<file path="src/rtl/dds_chirp_pkg.sv">
// Shared types and defaults for the DDS chirp receiver: handshake FSM states,
// the chirp parameter record and default datapath widths.
package dds_chirp_pkg;

  localparam int ACC_W_DEF  = 48;
  localparam int RATE_W_DEF = 32;

  typedef enum logic [1:0] {
    IDLE = 2'd0,
    CAPT = 2'd1,
    ACKH = 2'd2
  } hs_state_e;

  typedef struct packed {
    logic [ACC_W_DEF-1:0]  freq;
    logic [ACC_W_DEF-1:0]  delta_freq;
    logic [RATE_W_DEF-1:0] delta_rate;
  } dds_param_t;

endpackage

</file>
<file path="src/rtl/dds_chirp_rx_sync_ff.sv">
// Single-bit multi-flop synchronizer with synchronous clear.
module sync_ff #(
  parameter int STAGES = 2
) (
  input  logic clk,
  input  logic rst,
  input  logic d,
  output logic q
);

  logic [STAGES-1:0] chain;

  always_ff @(posedge clk) begin
    if (rst) chain <= '0;
    else     chain <= {chain[STAGES-2:0], d};
  end

  assign q = chain[STAGES-1];

endmodule

</file>
<file path="src/rtl/dds_chirp_rx.sv">
// DDS-side REQ/ACK parameter receiver and linear-FM chirp generator.
// Optional status outputs (XFER_CNT, PARAM_LOST) under DDS_CHIRP_RX_STATUS_EN.
module dds_chirp_rx
  import dds_chirp_pkg::*;
#(
  parameter int SYNC_STAGES = 2,
  parameter int ACC_W       = ACC_W_DEF,
  parameter int RATE_W      = RATE_W_DEF
) (
  input  logic              CLK,
  input  logic              RESET,
  input  logic              REQ,
  output logic              ACK,
  input  logic [ACC_W-1:0]  DDS_freq,
  input  logic [ACC_W-1:0]  DDS_delta_freq,
  input  logic [RATE_W-1:0] DDS_delta_rate,
  input  logic              DDS_start,
  output logic [ACC_W-1:0]  PHASE,
  output logic [ACC_W-1:0]  FREQ_CUR,
  output logic              RUN,
  output logic              NEW_PARAM
`ifdef DDS_CHIRP_RX_STATUS_EN
  ,
  output logic [15:0]       XFER_CNT,
  output logic [0:0]        PARAM_LOST
`endif
);

  hs_state_e         state;
  logic              req_s;
  logic              start_s;
  logic              start_d1;
  logic              start_rise;
  logic              capt;

  logic [ACC_W-1:0]  sh_freq;
  logic [ACC_W-1:0]  sh_df;
  logic [RATE_W-1:0] sh_rate;
  logic [ACC_W-1:0]  act_freq;
  logic [ACC_W-1:0]  act_df;
  logic [RATE_W-1:0] act_rate;
  logic [RATE_W-1:0] rate_cnt;

  sync_ff #(.STAGES(SYNC_STAGES)) u_sync_req (
    .clk (CLK),
    .rst (RESET),
    .d   (REQ),
    .q   (req_s)
  );

  sync_ff #(.STAGES(SYNC_STAGES)) u_sync_start (
    .clk (CLK),
    .rst (RESET),
    .d   (DDS_start),
    .q   (start_s)
  );

  assign start_rise = start_s & ~start_d1;
  assign capt       = (state == CAPT);
  assign RUN        = start_s;

  // Handshake: ACK stays high until REQ is seen low, so a held REQ never recaptures
  always_ff @(posedge CLK) begin
    if (RESET) begin
      state <= IDLE;
      ACK   <= 1'b0;
    end else begin
      case (state)
        IDLE: if (req_s) state <= CAPT;
        CAPT: begin
          state <= ACKH;
          ACK   <= 1'b1;
        end
        ACKH: if (!req_s) begin
          state <= IDLE;
          ACK   <= 1'b0;
        end
        default: begin
          state <= IDLE;
          ACK   <= 1'b0;
        end
      endcase
    end
  end

  always_ff @(posedge CLK) begin
    if (RESET) begin
      sh_freq <= '0;
      sh_df   <= '0;
      sh_rate <= '0;
    end else if (capt) begin
      sh_freq <= DDS_freq;
      sh_df   <= DDS_delta_freq;
      sh_rate <= DDS_delta_rate;
    end
  end

  // A capture coinciding with a load wins: the fresh shadow is still unconsumed
  always_ff @(posedge CLK) begin
    if (RESET)           NEW_PARAM <= 1'b0;
    else if (capt)       NEW_PARAM <= 1'b1;
    else if (start_rise) NEW_PARAM <= 1'b0;
  end

  // Chirp generator: active set only changes on a start edge, keeping bursts coherent
  always_ff @(posedge CLK) begin
    if (RESET) begin
      start_d1 <= 1'b0;
      act_freq <= '0;
      act_df   <= '0;
      act_rate <= '0;
      rate_cnt <= '0;
      FREQ_CUR <= '0;
      PHASE    <= '0;
    end else begin
      start_d1 <= start_s;
      if (start_rise) begin
        act_freq <= sh_freq;
        act_df   <= sh_df;
        act_rate <= sh_rate;
        rate_cnt <= sh_rate;
        FREQ_CUR <= sh_freq;
        PHASE    <= '0;
      end else if (start_s) begin
        PHASE <= PHASE + FREQ_CUR;
        if (rate_cnt == '0) begin
          rate_cnt <= act_rate;
          FREQ_CUR <= FREQ_CUR + act_df;
        end else begin
          rate_cnt <= rate_cnt - 1'b1;
        end
      end else begin
        PHASE    <= '0;
        FREQ_CUR <= act_freq;
      end
    end
  end

`ifdef DDS_CHIRP_RX_STATUS_EN
  always_ff @(posedge CLK) begin
    if (RESET) begin
      XFER_CNT   <= '0;
      PARAM_LOST <= 1'b0;
    end else begin
      if (state == ACKH && !req_s) XFER_CNT <= XFER_CNT + 16'd1;
      if (capt && NEW_PARAM)       PARAM_LOST <= 1'b1;
    end
  end
`endif

endmodule

</file>
<file path="config.mk">
export PLATFORM = sky130hd
export DESIGN_NAME = dds_chirp_rx
export DESIGN_NICKNAME = d
export VERILOG_FILES = /design/src/rtl/dds_chirp_pkg.sv /design/src/rtl/dds_chirp_rx_sync_ff.sv /design/src/rtl/dds_chirp_rx.sv
export SDC_FILE = /design/constraint.sdc
export NUM_CORES = 1
export LEC_CHECK = 0
export BUFFER_PORTS_ARGS = -buffer_cell sky130_fd_sc_hd__buf_2
export CORE_MARGIN = 3
export CORE_UTILIZATION = 40
export CTS_CLUSTER_DIAMETER = 150
export DETAILED_ROUTE_END_ITERATION = 7
export PLACE_DENSITY_LB_ADDON = 0.25
export SYNTH_ARGS = -nofsm -noshare
export SYNTH_HDL_FRONTEND = slang
export SYNTH_HIERARCHICAL = 1
export SYNTH_SLANG_ARGS = --single-unit
</file>
<file path="constraint.sdc">
create_clock -name CLK -period 5.86 [get_ports CLK]
set_input_delay 1.172 -clock CLK [delete_from_list [all_inputs] [get_ports CLK]]
set_output_delay 1.172 -clock CLK [all_outputs]
set_load 0.02 [all_outputs]
</file>
==> results of run 1 <==
==> sequential cells by signal, indices dropped and copies added (netlist names), 2 cells and up <==
name and cells:
PHASE 48, act_df 48, sh_df 48, rate_cnt 32
act_rate 32, sh_rate 32, sh_freq 48, u_sync_start/chain 2
act_freq 48, u_sync_req/chain 2, state 2, FREQ_CUR 48
==> power groups by stage <==
stage                     Combinational, mW  Clock (mW)  Sequential [mW]
final                                 0.450        2.85             2.77
after floorplan                       0.313           0             2.81
after global placement                0.446           0             2.82
after detailed placement              0.451           0             2.83
after CTS                             0.454        2.92             2.77
after global routing                  0.505        3.01             2.77
==> final cells by class <==
cell class | instances | area [um^2]
Inverter | 33 | 123.9
Clock inverter | 17 | 256.5
Clock buffer | 61 | 1224
Multi-Input combinational cell | 2019 | 11420
Tap cell | 664 | 830.8
Sequential cell | 393 | 7875
Fill cell | 5048 | 26230
Timing Repair Buffer | 245 | 1286
==> per-layer routing <==
layer / part of all wire, % / wire length [um] / global-route usage [%] / vias up
li1: - / - / - / 9310
met1: 46 / 28500 / 30.50 / 8775
met2: 45 / 27770 / 36.26 / 465
met3: 5.2 / 3216 / 3.853 / 111
met4: 3.1 / 1919 / 7.658 / 0
met5: 0 / 0 / 0 / -
==> placed cells by master, fill, tap and decap left out, drive strengths merged, types with 35 or more instances in the layout <==
cell type,count
clkbuf,61
nand3,37
o21ai,92
inv,35
nor2,225
a211oi,39
ha,96
dfxtp,393
a21oi,411
buf,245
nand2,620
a21o,52
xnor2,67
xor2,41
==> cell families (layout without fill, tap and decap cells) <==
logic type,count (synthesis),after routing,share of synthesized area [%]
AND/OR/NAND/NOR,1032,1032,21.67
AO/OA/AOI/OAI,755,755,22.87
flip-flops,393,393,39.22
buffers and inverters,209,356,4.042
XOR/XNOR,108,108,4.716
adder cells (fa/ha/maj),98,98,6.188
multiplexers,26,26,1.297
==> how the worst max path moves through the flow <==
| stage | slack, ns | endpoint | startpoint | depth (start not counted) |
|---|---|---|---|---|
| finish | 2.18 | PHASE[42] | FREQ_CUR[0] | 12 |
| global route | 1.87 | PHASE[42] | FREQ_CUR[0] | 12 |
| CTS | 2.20 | PHASE[42] | FREQ_CUR[0] | 12 |
| detailed placement | 2.22 | PHASE[42] | FREQ_CUR[0] | 12 |
| global placement | 2.24 | PHASE[9] | RESET | 4 |
| floorplan | 2.80 | FREQ_CUR[41] | FREQ_CUR[10] | 12 |
==> through the flow <==
stage	power, mW	instances	worst slack, ns	hold slack (ns)
after floorplan	3.124	2621	2.798	0.4138
after global placement	3.271	3354	2.241	0.4219
after detailed placement	3.278	3354	2.220	0.4299
after CTS	6.141	3432	2.205	0.4419
after global routing	6.291	3432	1.867	0.4511
final	6.069	3432	2.182	0.4383
==> critical path, delay by kind of cell, from the launching register on <==
family | cells | cell delay (ns)
AO/OA/AOI/OAI | 6 | 1.85
adder cells (fa/ha/maj) | 2 | 0.63
AND/OR/NAND/NOR | 3 | 0.57
flip-flops | 1 | 0.35
multiplexers | 1 | 0.21
==> metrics list, run 1 <==
- Cells fill 46.74% of the core in the end.
- Counting along the longest clock path gives a buffer depth of 3.
* Vert. Die Dim: 229.9 um
* Number of placement rows: 81
- Clock-pin slew was measured on the worst setup and hold paths at 0.06 ns.
- Mapped Nets: 2851
- Entering global routing, the biggest net connects ~160 pins.
- In this run the biggest area consumer among cell types represents 39.22% of the synthesized area.
* Crit path time final: 3.678 ns
- CTS saw just under 400 sinks.
- Measured along the x axis, the die boundary spans ~230 um.
- Data arrives at the worst endpoint at 4.18 ns.
- After the first detailed-routing iteration, the DRC count stood at 1474.
* Worst IR drop on VDD: 0.1812 mV
* Total number of vias: roughly 19000
* Hold Startpoint: u_sync_start/chain[0]
- The initial antenna violation count is 0.
- After detailed routing, the number of remaining DRC violations is 0.
* Switching fraction of total power: 24.72%
- Area growth, synth to finish: 14.76%
- Count of cell types in the netlist: 81
* Cell types occupying the most area after synthesis: sky130_fd_sc_hd__dfxtp_1 (39%), sky130_fd_sc_hd__nand2_1 (12%), sky130_fd_sc_hd__a21oi_1 (10%)
* Port bufs: 230
* Clock tree root driver cell: sky130_fd_sc_hd__clkbuf_16
* Post-synthesis instance area: 20060 um^2
* Crit path capture type: flip-flop
- Power Density: 263.6 nW/um^2
- Final critical-path share of the clock period: 62.76%
- In this run the worst hold path is classified as flip-flop to flip-flop.
- By startpoint and endpoint, the worst setup path is classified as flip-flop to flip-flop.
- For hold timing, the worst endpoint is u_sync_start/chain[1].
* Postcts setup bufs: 0
* Worst R2R Path Depth: 12
* Global-route wire length before repair: approximately 97000 um
- Dividing the detail-routed wire length by the instance count gives roughly 18 um.
* Hold Fails Final Rpt: 0
- The later pin in the worst-skew pair is clocked with a latency of around 0.58 ns.
* R2r endpoint: PHASE[42]
* Total setup violations reported at the end of the flow: 0
- In this design, the stage delay of the slowest critical-path cell is 0.54 ns.
* Combinational cell fraction of total power: 7.4%
- Routability-driven placement finished with a final weighted congestion of 0.9149.
* Kind of launch point of the worst setup path: flip-flop
* Cell-by-cell trace of the critical path: ha_1, fa_1, a21o_1, a221oi_1, o221ai_1, o211ai_1, nand4_1, nand3_1, or2_1, a21oi_1, o22ai_1, mux2i_1
- Most numerous cell in the Yosys netlist: sky130_fd_sc_hd__nand2_1
- Dividing the detail-routed via count by the number of cells gives 5.437.
* Top_reg_cell synth: sky130_fd_sc_hd__dfxtp_1
- Worst-path maximum fanout: 4
- Internal power comes to 4.569 mW.
- Portion of total power attributed to sequential cells: 45.6%
- Derived from the worst setup path, the maximum achievable clock frequency is 0.2719 GHz.
- For this configuration, the core starts out at a cell density of 40.73%.
- Reg2Reg Launch Point: FREQ_CUR[0]
- Setup repair after global routing missed its margin: false
* Clock skew after layout: roughly 0.015 ns
- Global routing usage summed across all routing layers: 22.49%
- Global-route congestion overflow total: 0
- Sequential cell area fraction in the yosys report: 39.22%
* Final HPWL DP: 42760 um
- The via count of the first global-routing pass was 17800.
* Number of synthesis warnings: 6
* Number of pins with negative max-slew slack in the final report: 0
- Required arrival time at the worst endpoint: 6.36 ns
- After synthesis the netlist holds a flip-flop and latch count of 393.
- Wires add up to 61410 um.
* CTS H-Tree Depth: 2
- Among all stages on the critical path, the largest delay is contributed by sky130_fd_sc_hd__a221oi_1.
- For the pin with the worst max-slew slack, the measured transition is 1.076 ns.
- Summing all placed instances gives a cell area of 21540 um^2.
- Summed over all cells, the static leakage comes to 9.140 nW.
- In this run the power spent charging and discharging nets is 1.500 mW.
- Number of synthesized flops with an enable pin: 0
* Outcome: finished, final reports clean
- Pin placement for this block handled between 200 and 250 I/O pins.
* Diodes inserted: 0
- Reported max-cap violation count: 0
* Commonest cells post-synth: sky130_fd_sc_hd__nand2_1 (619), sky130_fd_sc_hd__a21oi_1 (404), sky130_fd_sc_hd__dfxtp_1 (393)
* Share of cells above drive strength 1: between 10% and 20%
* Final total negative setup slack: 0 ns
- Proportion of register bits with asynchronous set or reset after synthesis: 0%
- Headroom to the max-slew limit came out at 28.26%.
* Number of cells produced by synthesis: 2621
- For flop-to-flop paths, the worst setup slack is 2.18 ns.
* Number of buffers created by CTS: 43
* Die Footprint: ~53000 um^2
- Detailed Routing Iterations Pass 1: 5
- The core region is about 49000 um^2.
- Power share of the clock group: 47.0%
* Antenna-violating nets left: 0
* Largest area contributor in the netlist: sky130_fd_sc_hd__dfxtp_1
* Number of nets in the layout: 2965
- After clock tree synthesis, the flow added hold-fix buffers numbering 0.
* Hold-critical path depth: 1
* Clock tree from TritonCTS: yes
- Once the clock tree was built, the resizer swapped 0 gates to a different size.
- The finished cells cover roughly 23000 um^2.
- Average size of a mapped cell: 7.653 um^2
No activity file was read; power rests on OpenSTA's default activity.
==> run 2: changes to the inputs <==
==> constraint.sdc (replaced) <==
create_clock -name CLK -period 3.07 [get_ports CLK]
set_input_delay 0.614 -clock CLK [delete_from_list [all_inputs] [get_ports CLK]]
set_output_delay 0.614 -clock CLK [all_outputs]
set_load 0.02 [all_outputs]
==> metrics list, run 2 (synthesized netlist as in run 1, its figures left out) <==
- Port bufs: 230
- Clock tree synthesis found a total of 393 sinks.
- The die is 229.9 um tall.
- The floorplan step defined a die boundary enclosing about 53000 um^2.
- The repair_antennas step left the layout with diodes totalling 0.
* Number of buffers created by CTS: 46
* Failing checks: negative setup slack
- Total setup violations reported at the end of the flow: 2
- Drt drc: 0
* Global routing usage summed across all routing layers: 23.27%
- Initial core utilization: approximately 41%
* Post-route design area: 25050 um^2
- The number of max-slew violations in the final report is 0.
* Global-route wire length before repair: 100800 um
- In the final timing run, aggregate negative setup slack is -0.04334 ns.
* Hold-critical path depth: 3
* Number of nets in the layout: 3150
* Sequential cell area: around 7900 um^2
- Overall Power: 11.59 mW
* Setup repair after global routing missed its margin: true
- For hold timing, the worst endpoint is sh_rate[21].
- Setup slack, reg-to-reg: -0.02 ns
- At the end of routability-driven placement, the weighted congestion stood at 0.9362.
- Worst R2R Path Depth: 13
- The endpoint identified for the worst register-to-register timing path is FREQ_CUR[47].
* Data arrival at the endpoint of the critical path: about 3.6 ns
* Clock tree root driver cell: sky130_fd_sc_hd__clkbuf_16
- The multi-input combinational cells in the finished layout cover a total of 11960 um^2.
- Quantity of hold-fixing buffers added after cts: 0
- Routed vias/inst: approximately 5.4
- STA classifies the critical path startpoint as a flip-flop.
- The worst setup path is captured at a flip-flop.
- Leakage: between 10 and 15 nW
* Most frequent cells in the layout: sky130_fd_sc_hd__nand2_1 (614), sky130_fd_sc_hd__a21oi_1 (396), sky130_fd_sc_hd__dfxtp_1 (380), sky130_fd_sc_hd__buf_2 (229), sky130_fd_sc_hd__nor2_1 (223)
- Headroom to the max-slew limit: between 40% and 50%
- For this block, the initial DRC count from the detailed router was 1425.
- Leaving out fill and tap cells, the most frequent cell in the layout is sky130_fd_sc_hd__nand2_1.
- The core region is 49250 um^2.
- CTS H-Tree Depth: 2
* Routed len/inst: 17.69 um
- TritonCTS built the clock tree.
- The area growth from synthesis to layout is 24.86%.
- The tool flagged a number of max-cap violations equal to 0.
- Pin count of the biggest net entering global routing: approximately 130
- The initial antenna violation count is 0.
- IR analysis of the VDD net gives a maximum drop of 0.3512 mV.
- Reg2Reg Launch Point: FREQ_CUR[1]
* Critical path start-end classification: flip-flop to flip-flop
- The final layout contains routed wiring with a total length of ~64000 um.
* Path class of the lowest-slack min-delay path: input pin to flip-flop
* # IOs: roughly 230
* Detailed Routing Iterations Pass 1: 5
- Highest clock rate: about 0.32 GHz
- After layout, the minimum clock period comes to 3.092 ns.
- Of all nets on the critical path, the largest fanout is 4.
- The count of nets left with antenna violations once routing finished came out at 0.
- After legalization and detailed placement, the total HPWL measured 45530 um.
- Via count of the first global-routing pass: 18470
- For this run, the share of the core covered by cells in the final layout is 50.85%.
* Clock latency on the worst-skew pair: 0.59 ns
- Clock-pin slew on the worst setup and hold paths: 0.06 ns
- Count of fill cells added during filler insertion: about 4900
- In this run the most critical hold path is launched from DDS_delta_rate[21].
- The number of hold violations in the final report is 0.
- Of the cells placed in the final design, the portion with a size suffix greater than 1 is between 20% and 30%.
- Hold slack final: 0.2605 ns
- Number of placement rows: between 80 and 90
- Die boundary width: 229.9 um
* Global-route congestion overflow total: 0
- Final critical-path share of the clock period: 100.7%
- In this run the power density over the cells is 462.7 nW/um^2.
- The flow ran to the end, but the final reports show violations.
* Total number of vias: 19510
- At the pin with the least slew margin, the transition time is between 0.8 and 0.9 ns.
* Clock skew after layout: 0.02878 ns
- Bufs on Longest Clock Path: 3
* Placed cell areas: 22850 um^2
* Required arrival time at the worst endpoint: 3.59 ns
- Setup slack on the critical path of the routed design comes to -0.02172 ns.
[run 2: cell count changes in the layout (fill, tap and decap cells not counted), moves of 6 or more]
cell	before	now
sky130_fd_sc_hd__o21ai_0	88	80
sky130_fd_sc_hd__buf_12	1	8
sky130_fd_sc_hd__buf_4	14	184
sky130_fd_sc_hd__ha_1	96	74
sky130_fd_sc_hd__a21oi_2	5	11
sky130_fd_sc_hd__dfxtp_1	391	380
sky130_fd_sc_hd__ha_4	0	20
sky130_fd_sc_hd__a21oi_1	404	396
sky130_fd_sc_hd__dfxtp_2	0	7
[run 2: how the worst max path moves through the flow]
stage                   endpoint  slack [ns]         start
CTS                    PHASE[41]      0.0008  FREQ_CUR[15]
global route        FREQ_CUR[47]       -0.15   FREQ_CUR[1]
finish              FREQ_CUR[47]       -0.02   FREQ_CUR[1]
global placement       PHASE[32]        -0.1   FREQ_CUR[0]
detailed placement  FREQ_CUR[46]       -0.15   FREQ_CUR[0]
floorplan           FREQ_CUR[41]       0.008  FREQ_CUR[10]
[run 2: per-stage QoR]
| step | worst slack (ns) | instances |
|---|---|---|
| after global routing | -0.1456 | 3620 |
| final | -0.02172 | 3620 |
| after detailed placement | -0.1519 | 3520 |
| after floorplan | 0.008121 | 2621 |
| after global placement | -0.09932 | 3520 |
| after CTS | 0.0007636 | 3607 |
[run 2: critical path: stages (launching register included)]
cell	delay, ns
sky130_fd_sc_hd__dfxtp_4	0.36
sky130_fd_sc_hd__ha_4	0.26
sky130_fd_sc_hd__a21oi_2	0.05
sky130_fd_sc_hd__nand4b_1	0.29
sky130_fd_sc_hd__a2111oi_4	0.39
sky130_fd_sc_hd__buf_4	0.19
sky130_fd_sc_hd__nor3_4	0.06
sky130_fd_sc_hd__o31ai_4	0.37
sky130_fd_sc_hd__a41oi_4	0.18
sky130_fd_sc_hd__o21ai_4	0.28
sky130_fd_sc_hd__buf_12	0.15
sky130_fd_sc_hd__nand4_1	0.08
sky130_fd_sc_hd__a311o_1	0.28
sky130_fd_sc_hd__o211ai_1	0.07
[run 2: power breakdown]
group	total [mW]	leakage, nW	switching [mW]	internal [mW]
Combinational	0.963	6.20	0.586	0.377
Sequential	5.26	3.18	0.0843	5.18
Clock	5.36	0.716	2.26	3.11
Total	11.6	10.1	2.93	8.66
[run 2: layout make-up]
cell class	count	area share, %
timing repair buffer	427	11.02
sequential	393	31.54
multi-input combinational	2019	47.74
inverter	33	0.4946
tap	664	3.317
clock buffer	68	5.325
clock inverter	16	0.5695
[run 2: timing repair]
| item | in CTS | in global routing |
|---|---|---|
| setup buffers | 3 | 13 |
| cloned | 0 | 0 |
| setup endpoints to repair | 21 | 33 |
| pin swaps | 8 | 53 |
| gates resized for setup | 29 | 81 |
[run 2: layer usage]
layer  track usage (%)  up-vias  share of wire [%]
li1                  -     9688                  -
met1             32.24     9160                 46
met2             37.38      549                 45
met3             3.184      111                5.3
met4             7.775        0                2.9
met5                 0        -                  0
